`src/rtl/dflow_mem_sched.sv`:
```
// dflow_mem_sched: arbitrates a write requester and a read requester onto a
// single memory command port. Grants come in bursts per direction, a one-cycle
// TURN bubble separates direction changes, and a burst is capped at MAX_BURST
// only while the opposite side is waiting.
module dflow_mem_sched #(
    parameter int MEM_ADDR_WIDTH = 19,
    parameter int MEM_DATA_WIDTH = 144,
    parameter int MAX_BURST      = 8
) (
    input  logic                      clk,
    input  logic                      rst,
    input  logic                      sw_rst,
    input  logic                      cal_done,
    input  logic                      wr_req,
    input  logic [MEM_ADDR_WIDTH-1:0] wr_addr,
    input  logic [MEM_DATA_WIDTH-1:0] wr_data,
    output logic                      wr_ack,
    input  logic                      rd_req,
    input  logic [MEM_ADDR_WIDTH-1:0] rd_addr,
    output logic                      rd_ack,
    input  logic                      mem_rdy,
    output logic                      mem_cmd_valid,
    output logic                      mem_cmd_we,
    output logic [MEM_ADDR_WIDTH-1:0] mem_addr,
    output logic [MEM_DATA_WIDTH-1:0] mem_wdata,
    output logic [31:0]               cmd_cnt
);

    typedef enum logic [1:0] {
        ST_IDLE = 2'd0,
        ST_WR   = 2'd1,
        ST_RD   = 2'd2,
        ST_TURN = 2'd3
    } state_t;

    localparam logic [7:0] MAX_BURST_C = 8'(MAX_BURST);

    state_t     state_r;
    logic       last_dir_r;   // 1 = write
    logic       pend_dir_r;   // direction entered when TURN completes
    logic [7:0] burst_cnt_r;

    logic reset_s;
    logic ready_s;
    logic cap_s;
    logic wr_switch_s;
    logic rd_switch_s;
    logic wr_acc_s;
    logic rd_acc_s;
    logic tgt_valid_s;
    logic tgt_wr_s;

    // Acceptance and switch decisions; a cycle that leaves for TURN grants nothing,
    // so a capped burst never exceeds MAX_BURST commands.
    always_comb begin
        reset_s     = rst | sw_rst;
        ready_s     = mem_rdy & cal_done;
        cap_s       = (burst_cnt_r == MAX_BURST_C);
        wr_switch_s = rd_req & (cap_s | ~wr_req);
        rd_switch_s = wr_req & (cap_s | ~rd_req);
        wr_acc_s    = (state_r == ST_WR) & wr_req & ready_s & ~wr_switch_s & ~reset_s;
        rd_acc_s    = (state_r == ST_RD) & rd_req & ready_s & ~rd_switch_s & ~reset_s;
        wr_ack      = wr_acc_s;
        rd_ack      = rd_acc_s;
    end

    // Direction chosen from IDLE; contention favours the side not served last.
    always_comb begin
        tgt_valid_s = 1'b0;
        tgt_wr_s    = last_dir_r;
        if (wr_req && rd_req) begin
            tgt_valid_s = 1'b1;
            tgt_wr_s    = ~last_dir_r;
        end else if (wr_req) begin
            tgt_valid_s = 1'b1;
            tgt_wr_s    = 1'b1;
        end else if (rd_req) begin
            tgt_valid_s = 1'b1;
            tgt_wr_s    = 1'b0;
        end else begin
            tgt_valid_s = 1'b0;
            tgt_wr_s    = last_dir_r;
        end
    end

    // Scheduler FSM, burst counter and registered memory command outputs.
    always_ff @(posedge clk) begin
        if (reset_s) begin
            state_r       <= ST_IDLE;
            last_dir_r    <= 1'b1;
            pend_dir_r    <= 1'b1;
            burst_cnt_r   <= 8'd0;
            cmd_cnt       <= 32'd0;
            mem_cmd_valid <= 1'b0;
            mem_cmd_we    <= 1'b0;
            mem_addr      <= {MEM_ADDR_WIDTH{1'b0}};
            mem_wdata     <= {MEM_DATA_WIDTH{1'b0}};
        end else begin
            mem_cmd_valid <= wr_acc_s | rd_acc_s;
            cmd_cnt       <= cmd_cnt + {31'd0, mem_cmd_valid};
            if (wr_acc_s) begin
                mem_cmd_we <= 1'b1;
                mem_addr   <= wr_addr;
                mem_wdata  <= wr_data;
            end else if (rd_acc_s) begin
                mem_cmd_we <= 1'b0;
                mem_addr   <= rd_addr;
                mem_wdata  <= {MEM_DATA_WIDTH{1'b0}};
            end
            case (state_r)
                ST_IDLE: begin
                    if (tgt_valid_s) begin
                        if (tgt_wr_s == last_dir_r) begin
                            state_r     <= tgt_wr_s ? ST_WR : ST_RD;
                            burst_cnt_r <= 8'd0;
                        end else begin
                            state_r    <= ST_TURN;
                            pend_dir_r <= tgt_wr_s;
                        end
                    end
                end
                ST_WR: begin
                    if (wr_switch_s) begin
                        state_r    <= ST_TURN;
                        pend_dir_r <= 1'b0;
                    end else if (!wr_req && !rd_req) begin
                        state_r <= ST_IDLE;
                    end else if (wr_acc_s && !cap_s) begin
                        burst_cnt_r <= burst_cnt_r + 8'd1;
                    end
                end
                ST_RD: begin
                    if (rd_switch_s) begin
                        state_r    <= ST_TURN;
                        pend_dir_r <= 1'b1;
                    end else if (!wr_req && !rd_req) begin
                        state_r <= ST_IDLE;
                    end else if (rd_acc_s && !cap_s) begin
                        burst_cnt_r <= burst_cnt_r + 8'd1;
                    end
                end
                ST_TURN: begin
                    state_r     <= pend_dir_r ? ST_WR : ST_RD;
                    last_dir_r  <= pend_dir_r;
                    burst_cnt_r <= 8'd0;
                end
                default: begin
                    state_r <= ST_IDLE;
                end
            endcase
        end
    end

endmodule
```
`config.mk`:
```
export PLATFORM = sky130hd
export DESIGN_NAME = dflow_mem_sched
export DESIGN_NICKNAME = d
export VERILOG_FILES = /design/src/rtl/dflow_mem_sched.sv
export SDC_FILE = /design/constraint.sdc
export NUM_CORES = 1
export LEC_CHECK = 0
export ABC_CLOCK_PERIOD_IN_PS = 2400
export CAP_MARGIN = 20
export CORE_MARGIN = 4
export CORE_UTILIZATION = 25
export CTS_CLUSTER_SIZE = 30
export DETAILED_ROUTE_END_ITERATION = 8
export SYNTH_ARGS = -nofsm -noshare
export SYNTH_HDL_FRONTEND = slang
export SYNTH_SLANG_ARGS = --single-unit
```
`constraint.sdc`:
```
create_clock -name clk -period 2.4 [get_ports clk]
set_input_delay 0.6 -clock clk [delete_from_list [all_inputs] [get_ports clk]]
set_output_delay 0.6 -clock clk [all_outputs]
set_load 0.1 [all_outputs]
```
==> out/qor.csv <==
stage,metric,value,unit
synth,distinct cell type count after synthesis,54,
drt,DRT iter0 DRCs,371,
setup_path,WS Path Type,reg2out,
sta,fin. max-slew vios,0,
cts,H-tree levels,1,
cts,Clk Tree Root Cell,clkbuf_16,
power_and_ir_drop,sequential share of power,0.437,
cts,Num CTS Buffers,26,
cts,clk_lat worst skew,520,ps
synth,Synth Instances,873,
grt,GRT Overall Usage,0.1487,
sta,Final WS setup,-320.6,ps
synth,area share of the largest cell type after synthesis,0.5253,
cells_and_area,area delta synth->final,70.99,%
drt,routed len/inst,16.88,um
floorplanning,row count,65,
drt,# DRC,0,
synth,register bit count reported by yosys,209,
sta,Final period util,1.134,
setup_path,Critical Path AT,2120,ps
cells_and_area,most frequent cells in the layout,"buf_4, dfxtp_1, clkdlybuf4s50_1",
floorplanning,Initial Utilization,0.2531,
power_and_ir_drop,NetSw,1.754,mW
cells_and_area,Fillers,3027,
sta,Peak Freq,367.6,MHz
synth,Mapped Nets,1070,
place,dpl hpwl,20020,um
synth,Yosys top cell by area,dfxtp_1,
sta,relative slew slack,0.6762,
cells_and_area,Final #Nets,1493,
power_and_ir_drop,internal power,6.231,mW
drt,drt first pass iters,4,
power_and_ir_drop,Comb pwr share,0.077,
sta,Worst-Margin Slew,485.7,ps
cts,TritonCTS clock tree,done,
synth,synthesized cell area,7965,um2
grt,largest net degree at the start of global routing,55,
cells_and_area,share of layout cells above drive strength 1,0.2841,
min_path,Hold/Removal Path Class,reg2reg,
grt,vias in the first global route,7810,
cells_and_area,# diodes,0,
setup_path,Critical path origin,burst_cnt_r[0]$_SDFFE_PP0P_,
floorplanning,full die area,34780,um2
place,port bufs,387,
cts,Longest Clk Path Bufs,3,
status,failing checks,setup timing,
cells_and_area,fin area,13620,um2
power_and_ir_drop,part of the power in the clock network,0.487,
floorplanning,core area,31470,um2
cts,cts hold-fix bufs,0,
power_and_ir_drop,Sw Share,0.2197,
place,GP Congestion,0.7942,
grt,global-route wire length before repair,43510,um
grt,initial antenna violation count,0,
status,status,finished with violations,
synth,ys flop type,dfxtp_1,
drt,via count,8064,
setup_path,R2R cell count,12,
cells_and_area,"commonest non-fill, non-tap cell in the layout",buf_4,
power_and_ir_drop,power per standard cell area,586.3,nW/um2
synth,Yosys warning count,0,
run,Max Cap Viol,0,
cells_and_area,final core occ,0.4327,
setup_path,Worst EP required,1800,ps
place,Setup WS pre-CTS,-201.8,ps
setup_path,"Max FO, Critical Path",2,
drt,drt via density,4.702,
sta,Hold Fails Final Rpt,0,
cts,Sink Count,209,
drt,final WL,28950,um
floorplanning,chip height,186.5,um
setup_path,launch point of the worst reg-to-reg path,burst_cnt_r[0]$_SDFFE_PP0P_,
power_and_ir_drop,total chip power,7.985,mW
floorplanning,Die X,186.5,um
sta,clock skew,8.342,ps
synth,"Avg Cell Area, Syn",9.124,um2
cts,"CTS clk-pin slew, worst paths",60,ps
synth,largest cells by area after synthesis,"dfxtp_1, a22oi_1, nor2_1",
synth,Post-synth EDFFs,0,
place,placed inst area,12310,um2
place,cell count after placement,1650,
setup_path,Setup crit end kind,primary output,
sta,RSZ-0062 raised after global routing,yes,
setup_path,Worst Setup EP,rd_ack,
setup_path,Worst R2R Setup Slack,0,ps
setup_path,Critical R2R Capture,mem_wdata[81]$_SDFFE_PP0P_,
setup_path,startpoint types,flip-flop,
sta,fin crit period,2721,ps
floorplanning,# IOs,388,
cells_and_area,post-route insts no fill,1715,
grt,total grt overflow,0,
synth,sequential area share after synthesis,0.5253,
power_and_ir_drop,Leak,5.276,nW
sta,Final setup viols,3,
power_and_ir_drop,Peak supply drop,0.4189,mV
synth,"Async S/R FF share, synth",0,
drt,post-route ant nets,0,
synthesized netlist by cell type (2+ instances only):
master,instances
clkbuf_1,50
o21ai_0,25
o41ai_1,6
or3_1,4
a22oi_1,136
a31o_2,8
ha_1,8
nor2b_1,2
buf_2,10
dfxtp_1,209
and3_1,3
a22oi_2,9
buf_4,2
nor4_1,4
a21oi_1,11
nand2b_1,4
nand4_1,8
inv_2,2
and4_1,5
nor2_1,174
a31oi_1,19
or2_2,3
xnor2_1,18
buf_6,5
and2_1,5
inv_1,13
nor3_1,8
buf_1,2
xor2_1,7
o211ai_1,2
nand2_1,72
nand3_1,16
a221oi_1,2
logic make-up (layout without fill, tap and decap cells):
logic type / count (synthesis) / after routing / share of synthesized area
buffers and inverters: 85 / 525 / 0.04870
xor gates and xnor gates: 25 / 25 / 0.02749
AOI/OAI and AO/OA: 231 / 231 / 0.2144
muxes: 1 / 1 / 0.001257
DFF: 209 / 209 / 0.5253
adders and majority gates: 8 / 8 / 0.01257
and+or+nand+nor: 314 / 314 / 0.1703
flip-flops by register name (all words and copies together), names as in the netlist:
register,cells
burst_cnt_r,8
cmd_cnt,32
last_dir_r,1
mem_addr,19
mem_cmd_valid,1
mem_cmd_we,1
mem_wdata,144
pend_dir_r,1
state_r,2
timing repair:
item | in CTS | in global routing
gates cloned | 0 | 13
setup endpoints to repair | 2 | 121
pin swaps | 2 | 4
setup buffers | 2 | 5
resized for setup | 8 | 7
endpoints found under the hold margin | 0 | 0
critical path, cell delays in order, from the launching register on:
cell and delay (ps):
dfxtp_2 320, inv_2 70, ha_4 120, or4b_4 490, o2111ai_4 220, inv_2 90
buf_12 130, buf_16 160
area by class of cell:
class,instances,area (um2),share of cell area
clock buffer,34,742.0,0.05448
clock inverter,11,115.1,0.008452
sequential,209,4207,0.3089
timing repair buffer,465,4533,0.3328
tap,402,503.0,0.03693
inverter,15,58.81,0.004318
multi-input combinational,579,3461,0.2541
worst min path at each step:
stage                                            from                           to  cells past startpoint
after floorplan           burst_cnt_r[7]$_SDFFE_PP0P_  burst_cnt_r[7]$_SDFFE_PP0P_                      1
after global routing        mem_addr[11]$_SDFFE_PP0P_    mem_addr[11]$_SDFFE_PP0P_                      2
after detailed placement      mem_cmd_we$_SDFFE_PP0P_      mem_cmd_we$_SDFFE_PP0P_                      2
after CTS                     mem_cmd_we$_SDFFE_PP0P_      mem_cmd_we$_SDFFE_PP0P_                      2
after global placement        mem_cmd_we$_SDFFE_PP0P_      mem_cmd_we$_SDFFE_PP0P_                      2
final                         mem_cmd_we$_SDFFE_PP0P_      mem_cmd_we$_SDFFE_PP0P_                      2
per-layer routing:
| metal | vias up | wire, um | global-route usage |
|---|---|---|---|
| li1 | 3955 | - | - |
| met4 | 0 | 643 | 0.03697 |
| met5 | - | 0 | 0 |
| met1 | 3740 | 12190 | 0.1860 |
| met3 | 39 | 2418 | 0.04938 |
| met2 | 330 | 13700 | 0.2492 |
power groups by stage:
stage,Clock [mW],Sequential (mW),Combinational (mW)
2_1_floorplan,0,3.59,0.156
3_3_place_gp,0,3.56,0.596
3_5_place_dp,0,3.56,0.596
4_1_cts,4.04,3.49,0.603
5_1_grt,4.17,3.48,0.655
6_report,3.89,3.49,0.612
stage by stage:
stage | TNS [ps] | hold slack, ps
after CTS | -641.8 | 470.5
after global placement | -12090 | 454.9
after floorplan | -159.8 | 472.7
after detailed placement | -16710 | 462.3
after global routing | -6122 | 489.7
final | -503.3 | 463.6
(Power assumes the default switching activity.)
